File: src/rtl/pistorm_pkg.sv
// Shared definitions for the PiStorm CPLD: Pi register map, status/command
// bit positions and small helpers used by the Pi-side front end.
package pistorm_pkg;

  typedef enum logic [1:0] {
    REG_DATA    = 2'd0,
    REG_ADDR_LO = 2'd1,
    REG_ADDR_HI = 2'd2,
    REG_STATUS  = 2'd3
  } reg_sel_e;

  localparam int STATUS_RESET_BIT = 1;
  localparam int STAT_IPL_MSB     = 15;
  localparam int STAT_OVERRUN     = 12;

  localparam int CMD_BYTE = 8;
  localparam int CMD_RW   = 9;

  // Word the Pi reads back from the STATUS register address.
  function automatic logic [15:0] status_word(input logic [2:0] ipl,
                                              input logic       overrun);
    logic [15:0] w;
    w                           = '0;
    w[STAT_IPL_MSB -: 3]        = ipl;
    w[STAT_OVERRUN]             = overrun;
    return w;
  endfunction

  // Returns {UDS_N, LDS_N}. Byte accesses pick the lane from A0 (68K is
  // big-endian: even address -> upper byte), word accesses assert both.
  function automatic logic [1:0] lane_strobes(input logic byte_acc,
                                              input logic a0);
    logic [1:0] s;
    s = 2'b00;
    if (byte_acc) s = {a0, ~a0};
    return s;
  endfunction

endpackage

File: src/rtl/pi_edge_sync.sv
// N-flop synchroniser for an asynchronous level, with rise/fall/change
// pulses derived from the two oldest stages.
module pi_edge_sync #(
  parameter int STAGES = 2
) (
  input  logic clk,
  input  logic rst,
  input  logic d,
  output logic rise,
  output logic fall,
  output logic change
);

  // sync[0] is the newest sample, sync[STAGES-1] the oldest.
  logic [STAGES-1:0] sync;

  always_ff @(posedge clk or posedge rst) begin
    if (rst) sync <= '0;
    else     sync <= {sync[STAGES-2:0], d};
  end

  always_comb begin
    rise   = sync[STAGES-2] & ~sync[STAGES-1];
    fall   = ~sync[STAGES-2] & sync[STAGES-1];
    change = sync[STAGES-2] ^ sync[STAGES-1];
  end

endmodule

File: src/rtl/pi_host_if.sv
// Pi-side front end: decodes Pi register strobes, builds 68K bus requests
// for the bus FSM via toggle handshakes, and tracks status / IPL state.
module pi_host_if
  import pistorm_pkg::*;
#(
  parameter int SYNC_STAGES = 2,
  parameter int IPL_FILTER  = 2
) (
  input  logic        PI_CLK,
  input  logic        PI_RST,
  input  logic [1:0]  PI_A,
  input  logic        PI_RD,
  input  logic        PI_WR,
  input  logic [15:0] PI_D_IN,
  output logic [15:0] PI_D_OUT,
  output logic        PI_D_OE,
  output logic        PI_TXN_IN_PROGRESS,
  output logic        PI_IPL_ZERO,
  input  logic        M68K_CLK,
  input  logic [2:0]  M68K_IPL_n,
  output logic        OP_REQ,
  output logic        OP_RW,
  output logic        OP_UDS_N,
  output logic        OP_LDS_N,
  input  logic        OP_ACK_TGL,
  input  logic        OP_DONE_TGL,
  output logic [15:0] STATUS
);

  localparam logic [2:0] FILTER_N = 3'(IPL_FILTER);

  logic rd_rise, rd_fall, rd_chg;
  logic wr_rise, wr_fall, wr_chg;
  logic m68k_rise, m68k_fall, m68k_chg;
  logic ack_rise, ack_fall, ack_evt;
  logic done_rise, done_fall, done_evt;
  logic unused_edges;

  pi_edge_sync #(.STAGES(SYNC_STAGES)) u_rd_sync (
    .clk(PI_CLK), .rst(PI_RST), .d(PI_RD),
    .rise(rd_rise), .fall(rd_fall), .change(rd_chg)
  );

  pi_edge_sync #(.STAGES(SYNC_STAGES)) u_wr_sync (
    .clk(PI_CLK), .rst(PI_RST), .d(PI_WR),
    .rise(wr_rise), .fall(wr_fall), .change(wr_chg)
  );

  pi_edge_sync #(.STAGES(3)) u_m68k_clk_sync (
    .clk(PI_CLK), .rst(PI_RST), .d(M68K_CLK),
    .rise(m68k_rise), .fall(m68k_fall), .change(m68k_chg)
  );

  pi_edge_sync #(.STAGES(3)) u_ack_sync (
    .clk(PI_CLK), .rst(PI_RST), .d(OP_ACK_TGL),
    .rise(ack_rise), .fall(ack_fall), .change(ack_evt)
  );

  pi_edge_sync #(.STAGES(3)) u_done_sync (
    .clk(PI_CLK), .rst(PI_RST), .d(OP_DONE_TGL),
    .rise(done_rise), .fall(done_fall), .change(done_evt)
  );

  assign unused_edges = ^{rd_fall, rd_chg, wr_fall, wr_chg, m68k_rise, m68k_chg,
                          ack_rise, ack_fall, done_rise, done_fall};

  reg_sel_e sel;
  logic     rd_status;
  logic     a0;
  logic     overrun;

  assign sel       = reg_sel_e'(PI_A);
  assign rd_status = rd_rise && (sel == REG_STATUS);

  // Driven straight from the pins so the Pi sees the bus turn around at once.
  assign PI_D_OE = (sel == REG_STATUS) && PI_RD;

  // Later assignments win: a same-cycle write overrides a handshake clear.
  always_ff @(posedge PI_CLK or posedge PI_RST) begin
    if (PI_RST) begin
      a0                 <= 1'b0;
      overrun            <= 1'b0;
      PI_TXN_IN_PROGRESS <= 1'b0;
      PI_D_OUT           <= '0;
      OP_REQ             <= 1'b0;
      OP_RW              <= 1'b1;
      OP_UDS_N           <= 1'b1;
      OP_LDS_N           <= 1'b1;
      STATUS             <= '0;
    end else begin
      if (ack_evt)  OP_REQ             <= 1'b0;
      if (done_evt) PI_TXN_IN_PROGRESS <= 1'b0;

      if (wr_rise) begin
        unique case (sel)
          REG_ADDR_LO: begin
            a0                 <= PI_D_IN[0];
            PI_TXN_IN_PROGRESS <= 1'b1;
          end
          REG_ADDR_HI: begin
            if (!OP_REQ) begin
              OP_REQ               <= 1'b1;
              OP_RW                <= PI_D_IN[CMD_RW];
              {OP_UDS_N, OP_LDS_N} <= lane_strobes(PI_D_IN[CMD_BYTE], a0);
            end else begin
              overrun <= 1'b1;
            end
          end
          REG_STATUS: STATUS <= PI_D_IN;
          default: ;
        endcase
      end

      if (rd_status) begin
        PI_D_OUT <= status_word(ipl, overrun);
        overrun  <= 1'b0;
      end
    end
  end

  logic [2:0] ipl;
  logic [2:0] ipl_sample;
  logic [2:0] ipl_last;
  logic [2:0] ipl_cnt;
  logic [2:0] ipl_cnt_next;
  logic       ipl_update;
  logic       ipl_pending;

  // A new level must be seen on IPL_FILTER consecutive 68K falling edges.
  always_comb begin
    ipl_sample   = ~M68K_IPL_n;
    ipl_cnt_next = 3'd1;
    if (ipl_sample == ipl_last)
      ipl_cnt_next = (ipl_cnt < FILTER_N) ? ipl_cnt + 3'd1 : ipl_cnt;
    ipl_update = m68k_fall && (ipl_cnt_next >= FILTER_N) && (ipl_sample != ipl);
  end

  always_ff @(posedge PI_CLK or posedge PI_RST) begin
    if (PI_RST) begin
      ipl         <= '0;
      ipl_last    <= '0;
      ipl_cnt     <= '0;
      ipl_pending <= 1'b0;
      PI_IPL_ZERO <= 1'b0;
    end else begin
      if (m68k_fall) begin
        ipl_last <= ipl_sample;
        ipl_cnt  <= ipl_cnt_next;
      end
      if (ipl_update) ipl <= ipl_sample;
      if (rd_status)  ipl_pending <= 1'b0;
      if (ipl_update) ipl_pending <= 1'b1;
      PI_IPL_ZERO <= ipl_pending;
    end
  end

endmodule
File: config.mk
export PLATFORM = sky130hd
export DESIGN_NAME = pi_host_if
export DESIGN_NICKNAME = d
export VERILOG_FILES = /design/src/rtl/pistorm_pkg.sv /design/src/rtl/pi_edge_sync.sv /design/src/rtl/pi_host_if.sv
export SDC_FILE = /design/constraint.sdc
export NUM_CORES = 1
export LEC_CHECK = 0
export BUFFER_PORTS_ARGS = -buffer_cell sky130_fd_sc_hd__buf_4
export CORE_MARGIN = 2
export CORE_UTILIZATION = 50
export CTS_CLUSTER_SIZE = 28
export DETAILED_ROUTE_END_ITERATION = 8
export GPL_TIMING_DRIVEN = 0
export PLACE_DENSITY = 0.76
export SYNTH_ARGS = -nofsm -noshare
export SYNTH_HDL_FRONTEND = slang
export SYNTH_HIERARCHICAL = 1
export SYNTH_SLANG_ARGS = --single-unit
File: constraint.sdc
create_clock -name PI_CLK -period 2.04 [get_ports PI_CLK]
set_input_delay 0.102 -clock PI_CLK [delete_from_list [all_inputs] [get_ports PI_CLK]]
set_output_delay 0.102 -clock PI_CLK [all_outputs]
set_load 0.05 [all_outputs]
==> results of run 1 <==
## report_power, final
group / switching [mW] / internal, mW / total (mW) / leakage (nW)
combinational: 0.723 / 0.393 / 1.12 / 0.750
clock: 0.354 / 0.250 / 0.605 / 0.0452
sequential: 0.128 / 1.23 / 1.36 / 0.597
## metrics by stage
| step | total power, mW | worst slack [ps] |
|---|---|---|
| after global placement | 2.46 | 472 |
| after floorplan | 2.16 | 565 |
| final | 3.08 | 443 |
| after detailed placement | 2.49 | 450 |
| after global routing | 3.24 | 337 |
| after CTS | 3.11 | 428 |
## state kept, by name, summed over array words and instances (netlist names), 2 cells and up
| name | flops |
|---|---|
| PI_D_OUT | 4 |
| STATUS | 16 |
| ipl | 3 |
| ipl_cnt | 3 |
| ipl_last | 3 |
| u_ack_sync/sync | 3 |
| u_done_sync/sync | 3 |
| u_m68k_clk_sync/sync | 3 |
| u_rd_sync/sync | 2 |
| u_wr_sync/sync | 2 |
## routing by layer
| layer | up-vias | track usage (%) | routed length (microns) |
|---|---|---|---|
| li1 | 664 | - | - |
| met1 | 638 | 21.2 | 1560 |
| met2 | 42 | 23.8 | 1710 |
| met3 | 7 | 5.19 | 225 |
| met4 | 0 | 8.82 | 69 |
| met5 | - | 0 | 0 |
## timing repair
action / in CTS / in global routing
resized for setup: 0 / 0
hold buffers: 8 / 0
hold endpoints to repair: 37 / 0
## path summary, 6_finish.rpt
check                                             startpoint                            end  depth (start not counted)
setup / recovery           u_m68k_clk_sync/sync[1]$_DFF_PP0_         ipl_cnt[0]$_DFFE_PP0P_                          6
hold / removal                                 M68K_IPL_n[1]             ipl[1]$_DFFE_PP0P_                          2
setup reg to reg           u_m68k_clk_sync/sync[1]$_DFF_PP0_         ipl_cnt[0]$_DFFE_PP0P_                          6
hold reg to reg                u_done_sync/sync[0]$_DFF_PP0_  u_done_sync/sync[1]$_DFF_PP0_                          0
max in group asynchronous                             PI_RST          STATUS[5]$_DFFE_PP0P_                          3
min in group asynchronous                             PI_RST    u_rd_sync/sync[0]$_DFF_PP0_                          3
## area by class of cell
class	instances	area, sq um
plain buffers	14	98.8
fillers	320	1250
repair buffers	62	485
multi-input cells	86	676
clock inverters	3	25.0
clock buffers	5	68.8
inverters	22	82.6
flip-flops and latches	51	1280
well taps	50	62.6
==> flow_summary.ini, run 1 <==
[outcome]
status = finished, final reports clean

[finish]
instances_no_fill = 293
antenna_cells = 0
layout_common_cells = buf_4 (66), dfrtp_1 (48), inv_1 (21)
fin_area_sq_um = 2780
drive_gt1_share_pct = 42.0
syn_to_final_growth_pct = 32.6
finalNetCount = 276
final_util_pct = 69.0
final_common_cell = buf_4

[global_routing]
grt_pass1_vias = 1222
grt_pass1_wl_microns = 5410
grt_max_degree = 39
antenna_found_initial = 0
grt_overflow = 0
grtUsageTotal_pct = 16.2

[synth]
synth_area_sq_um = 2100
avgSynthCellArea_sq_um = 12.9
ys_warn_count = 6
syn_inst = 162

[drt]
wl_microns = 3570
via_count = 1351
routed_via_density = 4.61
drc_errors = 0
firstDrtPassIters = 4
wl_per_cell_microns = 12.2
ant_nets = 0
first_iter_violations = 43

[critical_path]
cp_data_arrival_time_ps = 1800
crit_slowest_cell = dfrtp_1
worstSetupPathType = flop to flop
worstPathMaxFanout = 10
crit_required_ps = 2250
endpoint_kind = flop
max_stage_delay_ps = 390
critPathBufInv = 2
rrSetupSlack_ps = 440
crit_family = buffers and inverters
critical_path.cell_chain = inv_1 > ha_1 > clkbuf_1 > nand2_1 > mux2_2 > o22a_1
start_kind = flop

[clock_tree]
clk_pin_slew_ps = 100
numCtsBuffers = 5
cts_root_buf = clkbuf_8
cts_tree = done
clock-sinks = 51
post-cts-setup-buffer-count = 0
clockBufferDepth = 2
worstSkewPairLatency_ps = 310
htreeDepth = 2

[sta]
hold_viol = 0
finalCritPeriodShare_pct = 78.3
worst_slew_pin_slew_ps = 777
fin_crit_ps = 1600
fmax_mhz = 626
setup_viol = 0
setup_tns_ps = 0
rsz0062_at_grt = false
hold_slack_ps = 7.85
relSlewSlack_pct = 48.1
finalMaxSlewViolations = 0
finClkSkew_ps = 5.70

[floorplanning]
die_x_microns = 68.7
die_area_sq_um = 4730
core-area_sq_um = 4030
rows = 23
io_pins = 67
die_h_microns = 68.7
start_util_pct = 52.0

[pwr]
power_density_nw_per_um2 = 1110
vdd_drop_max_v = 0.000783
p_leak_nw = 1.39

[place]
dp.cells = 277
hpwl_microns = 2650
place_area_sq_um = 2610
place.gp.congestion = 0.708
portBuffers = 54

[job]
drv_cap = 0

[hold_path]
holdCritPathClass = input pin to flop
Note: power is estimated with default switching activity, not from simulation.
==> run 2: changes to the inputs <==
Clock period 2.04 ns to 1.58 ns, I/O delays scaled along.
==> flow_summary.ini, run 2 (same netlist as run 1, synthesis figures left out) <==
[critical_path]
endpoint_kind = flop
worstSetupPathType = flop to flop
crit_required_ps = 1780
start_kind = flop
worstPathMaxFanout = 5
cp_data_arrival_time_ps = 1740

[sta]
finalMaxSlewViolations = 0
worst_slew_pin_slew_ps = 778
hold_viol = 0
relSlewSlack_pct = 48.1
setup_viol = 0
fmax_mhz = 650
fin_crit_ps = 1540
finClkSkew_ps = 6.97
rsz0062_at_grt = true
finalCritPeriodShare_pct = 97.4

[clock_tree]
clk_pin_slew_ps = 90
clock-sinks = 51
worstSkewPairLatency_ps = 310
clockBufferDepth = 2
htreeDepth = 2
numCtsBuffers = 5
cts_root_buf = clkbuf_8
cts_tree = done

[global_routing]
grt_overflow = 0
grt_pass1_wl_microns = 6060
grt_max_degree = 39
grtUsageTotal_pct = 18.2
grt_pass1_vias = 1329
antenna_found_initial = 0

[drt]
via_count = 1416
ant_nets = 0
firstDrtPassIters = 4
routed_via_density = 4.58
drc_errors = 0
first_iter_violations = 77
wl_microns = 3930
wl_per_cell_microns = 12.7

[finish]
syn_to_final_growth_pct = 42.0
antenna_cells = 0
final_util_pct = 73.9
instances_no_fill = 309
layout_common_cells = buf_4 (67), dfrtp_1 (46), dlygate4sd3_1 (24)
fill_cells = 295
finalNetCount = 292
drive_gt1_share_pct = 40.9
largest_reg_flops = 16
largest-register = STATUS
layout.area.seq_sq_um = 1280
multi_input_area_sq_um = 707
reg_top3 = STATUS: 16 flops, PI_D_OUT: 4 flops
fin_area_sq_um = 2980
final_common_cell = buf_4

[place]
place.gp.congestion = 0.708
portBuffers = 54
hpwl_microns = 2650
place_area_sq_um = 2610
dp.cells = 277

[pwr]
p_sw_mw = 1.61
swShare_pct = 39.3
comb_power_share_pct = 37.5
vdd_drop_max_v = 0.00101
power.internal_mw = 2.48
seq_power_share_pct = 43.3
power_density_nw_per_um2 = 1380
clkPwrFrac_pct = 19.2
p_leak_nw = 1.47

[floorplanning]
core-area_sq_um = 4030
die_x_microns = 68.7
die_h_microns = 68.7
io_pins = 67
die_area_sq_um = 4730
start_util_pct = 52.0
rows = 23

[outcome]
status = finished, final reports clean

[job]
drv_cap = 0

[hold_path]
holdCritPathClass = input pin to flop
==> run 2: path summary, 6_finish.rpt <==
kind / slack [ps] / endpoint / depth (start not counted) / startpoint
setup / recovery: 40 / ipl_pending$_DFFE_PP0P_ / 5 / ipl_cnt[1]$_DFFE_PP0P_
hold / removal: 3 / STATUS[2]$_DFFE_PP0P_ / 2 / PI_D_IN[2]
setup reg to reg: 40 / ipl_pending$_DFFE_PP0P_ / 5 / ipl_cnt[1]$_DFFE_PP0P_
hold reg to reg: 360 / u_done_sync/sync[1]$_DFF_PP0_ / 0 / u_done_sync/sync[0]$_DFF_PP0_
max in group asynchronous: 540 / ipl_cnt[1]$_DFFE_PP0P_ / 3 / PI_RST
min in group asynchronous: 190 / u_rd_sync/sync[0]$_DFF_PP0_ / 3 / PI_RST
==> run 2: power groups by stage <==
| stage | Sequential (mW) | Clock [mW] | Combinational, mW |
|---|---|---|---|
| finish | 1.77 | 0.787 | 1.53 |
| CTS | 1.76 | 0.813 | 1.50 |
| global route | 1.81 | 0.855 | 1.63 |
| global placement | 1.76 | 0 | 1.41 |
| detailed placement | 1.78 | 0 | 1.44 |
| floorplan | 2.31 | 0 | 0.471 |
==> run 2: layout make-up <==
type | instances | area share [%]
flip-flops and latches | 51 | 43.1
multi-input cells | 86 | 23.7
repair buffers | 79 | 21.9
plain buffers | 13 | 3.19
inverters | 22 | 2.77
clock buffers | 5 | 2.31
well taps | 50 | 2.10
clock inverters | 3 | 0.841
==> run 2: repair_timing <==
| item | in CTS | in global routing |
|---|---|---|
| endpoints found under the hold margin | 76 | 0 |
| buffers inserted | 0 | 1 |
| hold buffers | 24 | 0 |
| pin swaps | 0 | 2 |
| gates resized for setup | 3 | 4 |
| endpoints found under the setup margin | 12 | 21 |
==> run 2: per-stage QoR <==
step                      power [mW]  setup WS, ps  hold slack, ps  setup TNS [ps]
after floorplan                 2.78           105            -180               0
after global placement          3.17          12.3           -22.0               0
after detailed placement        3.22         -10.1           -18.1           -10.1
after CTS                       4.08          12.9            1.07               0
after global routing            4.30         -26.7            3.65           -26.7
final                           4.09          40.4            2.96               0
==> run 2: layer usage <==
layer  global-route usage, %  up-vias  share of wire [%]
met5                       0        -                  0
met4                    8.82        0                1.8
met3                    5.19        7                5.5
met2                    27.9       42                 50
met1                    23.7      672                 43
li1                        -      695                  -
==> run 2: critical path, stage by stage (launching register included) <==
cell     delay, ps
dfrtp_2        470
ha_4           190
o41ai_4        340
nor4_4          70
buf_4          160
a22o_1         190
==> run 3: changes to the inputs <==
Settings changed: CORE_ASPECT_RATIO set to 1.4, CORE_UTILIZATION 50 to 45, MAX_ROUTING_LAYER set to met4, PLACE_DENSITY 0.76 to 0.69.
==> flow_summary.ini, run 3 (same netlist as run 1, synthesis figures left out) <==
[outcome]
status = finished, final reports clean

[clock_tree]
clockBufferDepth = 2
htreeDepth = 2
post-cts-setup-buffer-count = 0
numCtsBuffers = 5
clk_pin_slew_ps = 80
clock-sinks = 51
cts_root_buf = clkbuf_8
worstSkewPairLatency_ps = 300
cts_tree = done

[finish]
finalNetCount = 278
syn_to_final_growth_pct = 36.0
antenna_cells = 0
layout_common_cells = buf_4 (66), dfrtp_1 (47), inv_1 (21)
fill_cells = 416
largest_reg_flops = 16
final_common_cell = buf_4
reg_top3 = STATUS: 16 flops, PI_D_OUT: 4 flops
largest-register = STATUS
drive_gt1_share_pct = 42.0

[floorplanning]
io_pins = 67
die_h_microns = 84.7
core-area_sq_um = 4500
die_x_microns = 61.7
rows = 29
start_util_pct = 46.6
die_area_sq_um = 5230

[critical_path]
crit_required_ps = 1800
worstSetupPathType = flop to flop
start_kind = flop
cp_data_arrival_time_ps = 1740
worstSetupStartpoint = ipl_cnt[1]$_DFFE_PP0P_
endpoint_kind = flop
reg2reg_from = ipl_cnt[1]$_DFFE_PP0P_
crit_slowest_cell = dfrtp_2
worstPathMaxFanout = 5
max_stage_delay_ps = 470
critical_path.cell_chain = ha_4 > o41ai_4 > nor4_4 > mux2i_1

[sta]
setup_viol = 0
fin_crit_ps = 1520
finClkSkew_ps = 6.76
fmax_mhz = 660
relSlewSlack_pct = 49.2
finalCritPeriodShare_pct = 95.9
finalMaxSlewViolations = 0
hold_viol = 0
hold_slack_ps = 4.57
worst_slew_pin_slew_ps = 761
layout_setup_ws_ps = 64.2
rsz0062_at_grt = true

[pwr]
vdd_drop_max_v = 0.000738
swShare_pct = 37.9
clkPwrFrac_pct = 18.5
power_density_nw_per_um2 = 1410
comb_power_share_pct = 37.4
p_leak_nw = 1.41
p_sw_mw = 1.52
power.internal_mw = 2.49
seq_power_share_pct = 44.1

[hold_path]
worstHoldStart = M68K_IPL_n[0]
holdCritPathClass = input pin to flop

[place]
place.gp.congestion = 0.691
hpwl_microns = 2770
portBuffers = 54
pre_cts_ws_ps = -30.2

[global_routing]
grtUsageTotal_pct = 16.3
grt_pass1_wl_microns = 6160
grt_overflow = 0
grt_pass1_vias = 1371
antenna_found_initial = 0
grt_max_degree = 39

[drt]
wl_per_cell_microns = 12.0
routed_via_density = 4.51
first_iter_violations = 43
wl_microns = 3690
ant_nets = 0
drc_errors = 0
firstDrtPassIters = 2
via_count = 1385

[job]
drv_cap = 0
-- run 3: per-stage QoR --
stage | util, % | cells | cell area, sq um | power (mW) | TNS (ps)
2_1_floorplan | - | 173 | 2140 | 2.78 | 0
3_3_place_gp | 58.2 | 289 | 2620 | 3.18 | 0
3_5_place_dp | 58.2 | 289 | 2620 | 3.21 | -34.1
4_1_cts | 62.4 | 306 | 2810 | 3.98 | 0
5_1_grt | 63.3 | 307 | 2850 | 4.25 | -46.2
6_report | 63.3 | 307 | 2850 | 4.01 | 0
-- run 3: cell type report --
type / instances / area, sq um / area share [%]
Timing Repair Buffer: 65 / 515 / 18.1
Clock inverter: 1 / 5.00 / 0.176
Inverter: 22 / 82.6 / 2.90
Tap cell: 62 / 77.6 / 2.72
Sequential cell: 51 / 1280 / 45.0
Clock buffer: 7 / 86.3 / 3.03
Buffer: 13 / 95.1 / 3.34
Multi-Input combinational cell: 86 / 707 / 24.8
-- run 3: power by group through the flow --
stage | Clock, mW | Combinational [mW] | Sequential [mW]
finish | 0.742 | 1.50 | 1.77
global route | 0.822 | 1.61 | 1.81
CTS | 0.771 | 1.46 | 1.75
global placement | 0 | 1.41 | 1.76
detailed placement | 0 | 1.44 | 1.78
floorplan | 0 | 0.471 | 2.31
-- run 3: repair_timing --
| action | CTS | global route |
|---|---|---|
| hold buffers | 10 | 1 |
| setup endpoints to repair | 10 | 20 |
| pin swaps | 0 | 2 |
| resized for setup | 1 | 5 |
| endpoints found under the hold margin | 58 | 1 |
-- run 3: layer usage --
metal,share of wire (%),global-route usage [%],vias up
li1,-,-,666
met1,37,18.5,680
met2,57,26.8,31
met3,4.0,4.31,8
met4,1.9,6.00,0
met5,0,-,-
-- run 3: worst max-delay path: cells and delay by family, from the launching register on --
| kind | cells | cell delay (ps) |
|---|---|---|
| DFF | 1 | 470 |
| AOI/OAI and AO/OA | 1 | 70 |
| and+or+nand+nor | 1 | 370 |
| muxes | 1 | 220 |
| adders and majority gates | 1 | 310 |
-- run 3: final timing paths --
path,end,slack [ps],cells past startpoint
hold reg to reg,u_m68k_clk_sync/sync[1]$_DFF_PP0_,360,0
min in group asynchronous,u_rd_sync/sync[0]$_DFF_PP0_,220,3
hold / removal,ipl[0]$_DFFE_PP0P_,5,2
max in group asynchronous,ipl_cnt[1]$_DFFE_PP0P_,550,3
setup reg to reg,ipl[1]$_DFFE_PP0P_,60,4
setup / recovery,ipl[1]$_DFFE_PP0P_,60,4
